**config.mk**
```make
export PLATFORM = sky130hd
export DESIGN_NAME = pipelined_cla_adder
export DESIGN_NICKNAME = d
export VERILOG_FILES = /design/src/rtl/pipelined_cla_adder.sv
export SDC_FILE = /design/constraint.sdc
export NUM_CORES = 1
export LEC_CHECK = 0
export BUFFER_PORTS_ARGS = -buffer_cell sky130_fd_sc_hd__buf_2
export CORE_ASPECT_RATIO = 1.25
export CORE_MARGIN = 4
export CORE_UTILIZATION = 45
export CTS_CLUSTER_SIZE = 40
export DETAILED_ROUTE_END_ITERATION = 16
export MAX_ROUTING_LAYER = met4
export PLACE_DENSITY = 0.7
export SLEW_MARGIN = 20
export SYNTH_ARGS = -nofsm -noshare
export SYNTH_HDL_FRONTEND = slang
export SYNTH_SLANG_ARGS = --single-unit
```
**constraint.sdc**
```tcl
create_clock -name clk -period 2.5 [get_ports clk]
set_input_delay 0.25 -clock clk [delete_from_list [all_inputs] [get_ports clk]]
set_output_delay 0.25 -clock clk [all_outputs]
set_load 0.05 [all_outputs]
```
**src/rtl/pipelined_cla_adder.sv**
```systemverilog
// -----------------------------------------------------------------------------
// pipelined_cla_adder
//
// Two-stage pipelined carry-lookahead adder/subtractor with a valid/ready
// handshake on both sides.
//
//   Stage 1 registers the per-bit propagate/generate terms, the per-group
//   (4-bit) propagate/generate terms, the effective carry-in and the two
//   operand sign bits.
//   Stage 2 resolves group carries with a flattened lookahead (sum of
//   products, no ripple through individual bits), derives the intra-group
//   bit carries, and registers sum, cout and signed overflow.
//
// Ports
//   clk        rising-edge clock
//   rst        synchronous reset, active-high
//   in_valid   operand beat offered
//   in_ready   beat accepted this cycle when in_valid is also high
//   a, b       operands, WIDTH bits
//   ci         carry-in (ignored when op_sub = 1)
//   op_sub     0: a + b + ci, 1: a - b
//   out_valid  result beat present
//   out_ready  downstream accepts the result
//   sum        result bits, modulo 2^WIDTH
//   cout       carry out of the MSB (subtract: 1 means no borrow)
//   ovf        two's-complement signed overflow
//
// Parameters
//   WIDTH      operand width, multiple of 4 from 4 to 64
//   GROUP      lookahead group size (4)
// -----------------------------------------------------------------------------
module pipelined_cla_adder #(
    parameter int WIDTH = 16,
    parameter int GROUP = 4
) (
    input  logic             clk,
    input  logic             rst,
    input  logic             in_valid,
    output logic             in_ready,
    input  logic [WIDTH-1:0] a,
    input  logic [WIDTH-1:0] b,
    input  logic             ci,
    input  logic             op_sub,
    output logic             out_valid,
    input  logic             out_ready,
    output logic [WIDTH-1:0] sum,
    output logic             cout,
    output logic             ovf
);

    localparam int NG = WIDTH / GROUP;

    // Per-group propagate: every bit of the group propagates.
    function automatic logic [NG-1:0] group_prop(input logic [WIDTH-1:0] p);
        logic [NG-1:0] gp;
        gp = '0;
        for (int k = 0; k < NG; k++) begin
            gp[k] = &p[k*GROUP +: GROUP];
        end
        return gp;
    endfunction

    // Per-group generate as a flat sum of products:
    // g3 | p3g2 | p3p2g1 | p3p2p1g0 for a 4-bit group.
    function automatic logic [NG-1:0] group_gen(input logic [WIDTH-1:0] p,
                                                input logic [WIDTH-1:0] g);
        logic [NG-1:0] gg;
        logic          term;
        gg = '0;
        for (int k = 0; k < NG; k++) begin
            for (int i = 0; i < GROUP; i++) begin
                term = g[k*GROUP + i];
                for (int j = i + 1; j < GROUP; j++) begin
                    term = term & p[k*GROUP + j];
                end
                gg[k] = gg[k] | term;
            end
        end
        return gg;
    endfunction

    // Group carries C[0..NG]. Each C[k+1] is expanded into its full
    // product terms so no carry depends on a previously computed carry:
    // C[k+1] = G[k] | P[k]G[k-1] | ... | P[k]..P[0]C[0].
    function automatic logic [NG:0] group_carries(input logic [NG-1:0] gp,
                                                  input logic [NG-1:0] gg,
                                                  input logic          c0);
        logic [NG:0] gc;
        logic        term;
        gc    = '0;
        gc[0] = c0;
        for (int k = 0; k < NG; k++) begin
            term = c0;
            for (int j = 0; j <= k; j++) begin
                term = term & gp[j];
            end
            gc[k+1] = term;
            for (int j = 0; j <= k; j++) begin
                term = gg[j];
                for (int m = j + 1; m <= k; m++) begin
                    term = term & gp[m];
                end
                gc[k+1] = gc[k+1] | term;
            end
        end
        return gc;
    endfunction

    // Bit carries inside each group, seeded by that group's carry-in.
    // The chain is only GROUP bits long, never across group boundaries.
    function automatic logic [WIDTH-1:0] bit_carries(input logic [WIDTH-1:0] p,
                                                     input logic [WIDTH-1:0] g,
                                                     input logic [NG:0]      gc);
        logic [WIDTH-1:0] c;
        logic             cc;
        c = '0;
        for (int k = 0; k < NG; k++) begin
            cc = gc[k];
            for (int i = 0; i < GROUP; i++) begin
                c[k*GROUP + i] = cc;
                cc = g[k*GROUP + i] | (p[k*GROUP + i] & cc);
            end
        end
        return c;
    endfunction

    // Signed overflow: operands agree in sign, result sign differs.
    function automatic logic signed_overflow(input logic sign_a,
                                             input logic sign_b,
                                             input logic sign_s);
        return (sign_a == sign_b) && (sign_s != sign_a);
    endfunction

    // Handshake
    logic adv;
    logic vld_p1;
    logic vld_p2;

    assign adv      = !vld_p2 || out_ready;
    assign in_ready = !vld_p1 || adv;

    // ---------------- stage 0: operand conditioning (combinational) -------
    logic [WIDTH-1:0] b_eff_p0;
    logic             cin_p0;
    logic [WIDTH-1:0] p_p0;
    logic [WIDTH-1:0] g_p0;

    assign b_eff_p0 = op_sub ? ~b : b;
    assign cin_p0   = op_sub ? 1'b1 : ci;
    assign p_p0     = a ^ b_eff_p0;
    assign g_p0     = a & b_eff_p0;

    // ---------------- stage 1: propagate/generate registers ---------------
    logic [WIDTH-1:0] p_p1;
    logic [WIDTH-1:0] g_p1;
    logic [NG-1:0]    gp_p1;
    logic [NG-1:0]    gg_p1;
    logic             cin_p1;
    logic             sa_p1;
    logic             sb_p1;

    always_ff @(posedge clk) begin
        if (in_valid && in_ready) begin
            p_p1   <= p_p0;
            g_p1   <= g_p0;
            gp_p1  <= group_prop(p_p0);
            gg_p1  <= group_gen(p_p0, g_p0);
            cin_p1 <= cin_p0;
            sa_p1  <= a[WIDTH-1];
            sb_p1  <= b_eff_p0[WIDTH-1];
        end
    end

    // ---------------- stage 2: carry resolution and result ----------------
    logic [NG:0]      gc_p1;
    logic [WIDTH-1:0] c_p1;
    logic [WIDTH-1:0] s_p1;

    assign gc_p1 = group_carries(gp_p1, gg_p1, cin_p1);
    assign c_p1  = bit_carries(p_p1, g_p1, gc_p1);
    assign s_p1  = p_p1 ^ c_p1;

    logic [WIDTH-1:0] sum_p2;
    logic             cout_p2;
    logic             ovf_p2;

    // Result registers clear on reset so the outputs read zero afterwards.
    always_ff @(posedge clk) begin
        if (rst) begin
            sum_p2  <= '0;
            cout_p2 <= 1'b0;
            ovf_p2  <= 1'b0;
        end else if (adv && vld_p1) begin
            sum_p2  <= s_p1;
            cout_p2 <= gc_p1[NG];
            ovf_p2  <= signed_overflow(sa_p1, sb_p1, s_p1[WIDTH-1]);
        end
    end

    // Valid flags: stage 1 refills whenever it can accept; stage 2 takes
    // whatever stage 1 holds (possibly a bubble) whenever it may advance.
    always_ff @(posedge clk) begin
        if (rst) begin
            vld_p1 <= 1'b0;
            vld_p2 <= 1'b0;
        end else begin
            if (in_ready) begin
                vld_p1 <= in_valid;
            end
            if (adv) begin
                vld_p2 <= vld_p1;
            end
        end
    end

    assign out_valid = vld_p2;
    assign sum       = sum_p2;
    assign cout      = cout_p2;
    assign ovf       = ovf_p2;

endmodule

```
==> metrics.cfg, run 1 <==
[synthesis]
synth_top_family_by_area = simple AND/OR/NAND/NOR gates
synth-compound-area-share_pct = 7.794
synthArstFlopShare_pct = 0
ys_seq_elements = 59
netlist_instances = 218
synth_xor_area_share_pct = 6.381
post-synth-top-count-cell = edfxtp_1
synth-edff-count = 39
muxShareOfSynthArea_pct = 0
synth_cell_types = 29
yosysWarnings = 0
syn_avg_cell_area_um2 = 12.59
synth_nets = 284
synthFlopType = edfxtp_1
synth_adder_area_share_pct = 12.76
synth_area_leaders = edfxtp_1, dfxtp_1, ha_1, xor2_1, nand2_1
synth_area_um2 = 2745
synth-simple-area-share_pct = 13.54
synth_top_area_share_pct = 42.66
synth_area_leader_cell = edfxtp_1
yosysSeqAreaShare_pct = 57.25
synth_commonest_cells = edfxtp_1, ha_1, nand2_1

[floorplanning]
die_y_um = 95.33
coreArea_um2 = 5857
die_width_um = 77.86
fp-row-count = 31
pin_count = 58
start_util_pct = 46.87
die_area_um2 = 7422

[min_path]
holdPathStages = 1
min_path_type = input pin to flip-flop
holdPathEnd = sa_p1$_DFFE_PP_
hold_start = a[15]

[detailed_routing]
drcViolationCount = 0
first_pass_iters = 4
drt_iter0_markers = 89
wl_per_cell_um = 13.20
wirelength_mm = 4.885
met3WireLength_um = 204
viasPerCell = 4.778
highest_layer = met4
wirelength_met1_mm = 2.101
num_vias = 1768
drtAntennaViolNets = 0
wl_met2_mm = 2.420

[timing]
max_freq_ghz = 0.4129
whs_ps = 129.2
fin_worst_skew_ps = 7.867
finalSetupViolations = 0
relSlewSlack_pct = 45.10
hold_viol = 0
final.min_clock_period_ps = 2422
finalCritPeriodShare_pct = 96.86
maxSlewViolCount = 0
worst_pin_slew_ps = 823.6
grt_setup_unrepaired = true

[power_and_ir_drop]
power_mw = 2.434
combPwrFrac_pct = 18.7
p_clk_share_pct = 32.6
seq_power_share_pct = 48.8
intPower_mw = 1.790
power_density_nw_per_um2 = 719.0
swShare_pct = 26.48
ir_drop_mv = 0.2725
p_leak_nw = 1.412
p_switching_mw = 0.6446

[critical_path]
crit_path_top_delay_cell = edfxtp_1
worstSetupPathType = flip-flop to flip-flop
cp-start-kind = flip-flop
cp.required_ps = 2740
rr_worst_depth = 11
r2r_setup_slack_ps = 80
path_max_fanout = 3
crit_path_cell_trace = a211oi_2, o21bai_2, ha_2, or2_4, ha_4, or2_4, ha_4, nor2_4, xnor2_2, nand3b_1, a311oi_1
critPathCaptureType = flip-flop
reg2reg_to = ovf$_SDFFE_PP0P_
cp.arrival_ps = 2670
r2r-start = cin_p1$_SDFFCE_PP1P_
max_stage_delay_ps = 420

[global_routing]
grt_overflow = 0
antenna_found_initial = 0
grt_pass1_vias = 1789
grt_start_max_net_pins = 40
grt_pass1_wl_mm = 7.941
grt_usage_pct = 14.72

[clock_tree]
cts-root-buf = clkbuf_8
cts_tree = done
holdBufCountCts = 0
cts_buffer_depth = 2
htreeDepth = 3
clock-sinks = 59
clk_pin_slew_ps = 60
clk_latency_ps = 330
cts_made_buffers = 9

[finish]
fin_util_pct = 57.81
nNetsFinal = 349
drive_gt1_share_pct = 39.24
area_growth_pct = 23.34
num_antenna_cells = 0
instances_no_fill = 370

[place]
hpwl_mm = 3.496
io_buffers = 57
gp_congestion = 0.7789
dp.cells = 352

[outcome]
status = finished, final reports clean

[job]
maxCapViolations = 0

power by group through the flow:
stage	sequential (mW)	clock, mW	combinational [mW]
2_1_floorplan	1.27	0	0.222
3_3_place_gp	1.20	0	0.415
3_5_place_dp	1.20	0	0.420
4_1_cts	1.18	0.807	0.439
5_1_grt	1.20	0.855	0.504
6_report	1.19	0.793	0.454
per-layer routing:
| metal | global-route usage (%) | up-vias |
|---|---|---|
| met4 | 11.57 | 0 |
| li1 | - | 894 |
| met1 | 16.62 | 809 |
| met3 | 2.647 | 16 |
| met5 | - | - |
| met2 | 23.14 | 49 |
cell type report:
type | instances | area (um2)
Fill cell | 494 | 2471
Sequential cell | 59 | 1572
Multi-Input combinational cell | 151 | 1207
Timing Repair Buffer | 62 | 326.6
Clock buffer | 13 | 138.9
Tap cell | 82 | 102.6
Clock inverter | 3 | 38.79
placed cells by master, fill, tap and decap left out, types with 2 or more instances in the layout:
cell type / count
nand2_2: 7
a21oi_1: 11
ha_2: 2
clkbuf_1: 4
xnor2_2: 3
clkbuf_8: 9
or2_4: 3
dfxtp_1: 20
a21o_1: 2
nor2_1: 7
o21ai_0: 5
ha_1: 23
or2_2: 6
ha_4: 3
nor2_4: 2
xor2_1: 16
nand2_1: 27
buf_4: 4
and4_1: 4
edfxtp_1: 39
nand2b_1: 5
a21oi_2: 10
buf_2: 57
nor2b_1: 5
registers in the layout, summed over array words and instances (netlist names):
signal	count
gp_p1	4
sa_p1	1
cin_p1	1
cout	1
gg_p1	4
g_p1	12
p_p1	16
sb_p1	1
sum	16
vld_p1	1
out_valid	1
ovf	1
how the worst max path moves through the flow:
| stage | startpoint | end | slack, ps | cells past startpoint |
|---|---|---|---|---|
| finish | cin_p1$_SDFFCE_PP1P_ | ovf$_SDFFE_PP0P_ | 80 | 11 |
| global route | cin_p1$_SDFFCE_PP1P_ | ovf$_SDFFE_PP0P_ | -60 | 11 |
| CTS | gp_p1[0]$_DFFE_PP_ | ovf$_SDFFE_PP0P_ | -10 | 11 |
| detailed placement | cin_p1$_SDFFCE_PP1P_ | ovf$_SDFFE_PP0P_ | -150 | 11 |
| global placement | cin_p1$_SDFFCE_PP1P_ | ovf$_SDFFE_PP0P_ | -50 | 11 |
| floorplan | cin_p1$_SDFFCE_PP1P_ | ovf$_SDFFE_PP0P_ | 10 | 11 |
metrics by stage:
step           setup slack (ps)  cell area [um2]  TNS, ps
6_report                  78.39             3386        0
5_1_grt                  -56.28             3386   -56.28
4_1_cts                  -11.18             3332   -11.18
3_5_place_dp             -149.7             3098   -179.3
3_3_place_gp             -52.18             3098   -52.18
2_1_floorplan             10.12             2750        0
critical path: cells and delay by family (launching register included):
family / cells / cell delay, ps
fa+ha+maj: 3 / 480
xor+xnor: 1 / 90
flops: 1 / 420
simple gates: 4 / 730
compound gates: 3 / 610
logic make-up (layout without fill, tap and decap cells):
kind of cell	Yosys count	count (layout)
flops	59	59
buf+inv	8	78
simple gates	71	71
fa+ha+maj	28	28
xor+xnor	20	20
compound gates	32	32
timing repair:
action,CTS,global route
setup buffers,2,0
resized for setup,10,10
setup endpoints to repair,2,3
pin swaps,7,16
Power figures use the tool's default switching activity.
==> run 2: changes to the inputs <==
--- a/config.mk
+++ b/config.mk
@@ -6,7 +6,7 @@
 export NUM_CORES = 1
 export LEC_CHECK = 0
 export BUFFER_PORTS_ARGS = -buffer_cell sky130_fd_sc_hd__buf_2
-export CORE_ASPECT_RATIO = 1.25
+export CORE_ASPECT_RATIO = 1.2
 export CORE_MARGIN = 4
 export CORE_UTILIZATION = 45
 export CTS_CLUSTER_SIZE = 40
==> run 2 against run 1 <==
Effect of this change:
- power shrank 3.5%
- critical path depth stayed put
- clock skew fell by 3.7 ps
- final area decreased by 1.0%
- combinational power about the same
- core utilization up 0.18 points
- clock power is 9.7% lower
- sequential power about the same
- sequential share of layout area up 0.47 points
- count of clock-buffer cells in the layout decreased by 1
- largest power group unchanged
==> metrics.cfg, run 2 (synthesis gave the netlist of run 1 again) <==
[critical_path]
crit_path_cell_trace = a211oi_2, o21bai_2, ha_2, or2_4, ha_4, or2_4, ha_4, nor2_4, xnor2_2, nand3b_1, a311oi_2
crit_path_top_delay_cell = edfxtp_1
r2r_setup_slack_ps = 40
cp.arrival_ps = 2700
critPathCaptureType = flip-flop
crit_family = simple AND/OR/NAND/NOR gates
cp.required_ps = 2740
cp-start-kind = flip-flop
max_stage_delay_ps = 420
critPathBufInv = 0
crit_cells = 11
path_max_fanout = 3
worstSetupPathType = flip-flop to flip-flop
rr_worst_depth = 11

[job]
maxCapViolations = 0

[min_path]
min_path_type = input pin to flip-flop
holdPathStages = 1

[global_routing]
grt_pass1_vias = 1737
grt_usage_pct = 14.96
grt_overflow = 0
grt_start_max_net_pins = 40
grt_pass1_wl_mm = 8.017
antenna_found_initial = 0

[finish]
multiInputGateArea_um2 = 1189
layout_commonest_cell = buf_2
num_antenna_cells = 0
area_growth_pct = 22.11
n_fill_cell = 523
drive_gt1_share_pct = 38.41
fin_util_pct = 57.99
nNetsFinal = 350
final_cell_mix = buf_2, edfxtp_1, nand2_1, ha_1, dfxtp_1
instances_no_fill = 369
ff_latch_area_um2 = 1572

[floorplanning]
die_area_um2 = 7419
die_width_um = 79.30
die_y_um = 93.56
start_util_pct = 47.49
fp-row-count = 30
coreArea_um2 = 5781
pin_count = 58

[place]
io_buffers = 57
hpwl_mm = 3.642
dpl_worst_slack_ps = -88.18
gp_congestion = 0.7585
dp.cells = 351

[timing]
final.min_clock_period_ps = 2462
worst_pin_slew_ps = 860.6
maxSlewViolCount = 0
fin_worst_skew_ps = 4.160
relSlewSlack_pct = 42.63
hold_viol = 0
finalSetupViolations = 0
tns_ps = 0
grt_setup_unrepaired = true
finalCritPeriodShare_pct = 98.50
max_freq_ghz = 0.4061
setup_ws_ps = 37.62

[clock_tree]
clk_pin_slew_ps = 60
htreeDepth = 3
clock-sinks = 59
clk_latency_ps = 330
cts-root-buf = clkbuf_8
cts_tree = done
cts_buffer_depth = 2
holdBufCountCts = 0
cts_made_buffers = 9

[power_and_ir_drop]
combPwrFrac_pct = 19.2
ir_drop_mv = 0.3069
p_leak_nw = 1.400
p_clk_share_pct = 30.5
seq_power_share_pct = 50.3
p_switching_mw = 0.6459
swShare_pct = 27.50
intPower_mw = 1.703
power_density_nw_per_um2 = 700.8

[detailed_routing]
viasPerCell = 4.816
drt_iter0_markers = 90
drcViolationCount = 0
first_pass_iters = 4
wirelength_mm = 5.077
wl_per_cell_um = 13.76
drtAntennaViolNets = 0
num_vias = 1777

[outcome]
status = finished, final reports clean

[run 2: cell count changes in the layout (fill, tap and decap cells not counted), moves of 2 or more]
cell      before  now
xnor2_1        1    3
clkinv_1       1    3
xnor2_2        3    1
clkbuf_1       4    2
buf_4          4    6
[run 2: power groups by stage]
stage                     clock [mW]  sequential (mW)  combinational (mW)
after floorplan                    0             1.27               0.222
after global placement             0             1.20               0.417
after detailed placement           0             1.20               0.425
after CTS                      0.733             1.18               0.440
after global routing           0.788             1.19               0.504
final                          0.716             1.18               0.451
[run 2: timing repair]
item | CTS | global route
resized for setup | 5 | 10
buffers inserted | 2 | 1
setup endpoints to repair | 2 | 3
pin swaps | 6 | 14
[run 2: worst register-to-register path, stage by stage (launching register included)]
cell and delay, ps:
edfxtp_1 420, a211oi_2 250, o21bai_2 90, ha_2 180, or2_4 230, ha_4 160, or2_4 230, ha_4 160
nor2_4 130, xnor2_2 100, nand3b_1 170, a311oi_2 250
[run 2: per-stage QoR]
step / cell area [um2] / hold WS [ps] / total power [mW]
finish: 3352 / 132.1 / 2.349
global route: 3352 / 118.3 / 2.483
CTS: 3299 / 116.6 / 2.354
detailed placement: 3103 / 447.4 / 1.624
global placement: 3103 / 440.9 / 1.613
floorplan: 2750 / 348.9 / 1.496
[run 2: path summary, 6_finish.rpt]
check | from | endpoint
setup reg to reg | cin_p1$_SDFFCE_PP1P_ | ovf$_SDFFE_PP0P_
hold reg to reg | sum[1]$_SDFFE_PP0P_ | sum[1]$_SDFFE_PP0P_
hold / removal | a[15] | sa_p1$_DFFE_PP_
setup / recovery | cin_p1$_SDFFCE_PP1P_ | ovf$_SDFFE_PP0P_
[run 2: metal layers]
| layer | part of all wire [%] | track usage (%) | wire length (um) | up-vias |
|---|---|---|---|---|
| met5 | 0 | - | 0 | - |
| li1 | - | - | - | 898 |
| met1 | 42 | 17.18 | 2121 | 830 |
| met4 | 2.0 | 8.166 | 102 | 0 |
| met3 | 5.3 | 3.565 | 270 | 7 |
| met2 | 51 | 24.09 | 2583 | 42 |
[run 2: cell type report]
type                       instances  area share, %
sequential                        59          46.88
multi-input combinational        151          35.46
timing repair buffer              63          9.854
clock buffer                      12          4.330
tap                               80          2.986
clock inverter                     4         0.4853
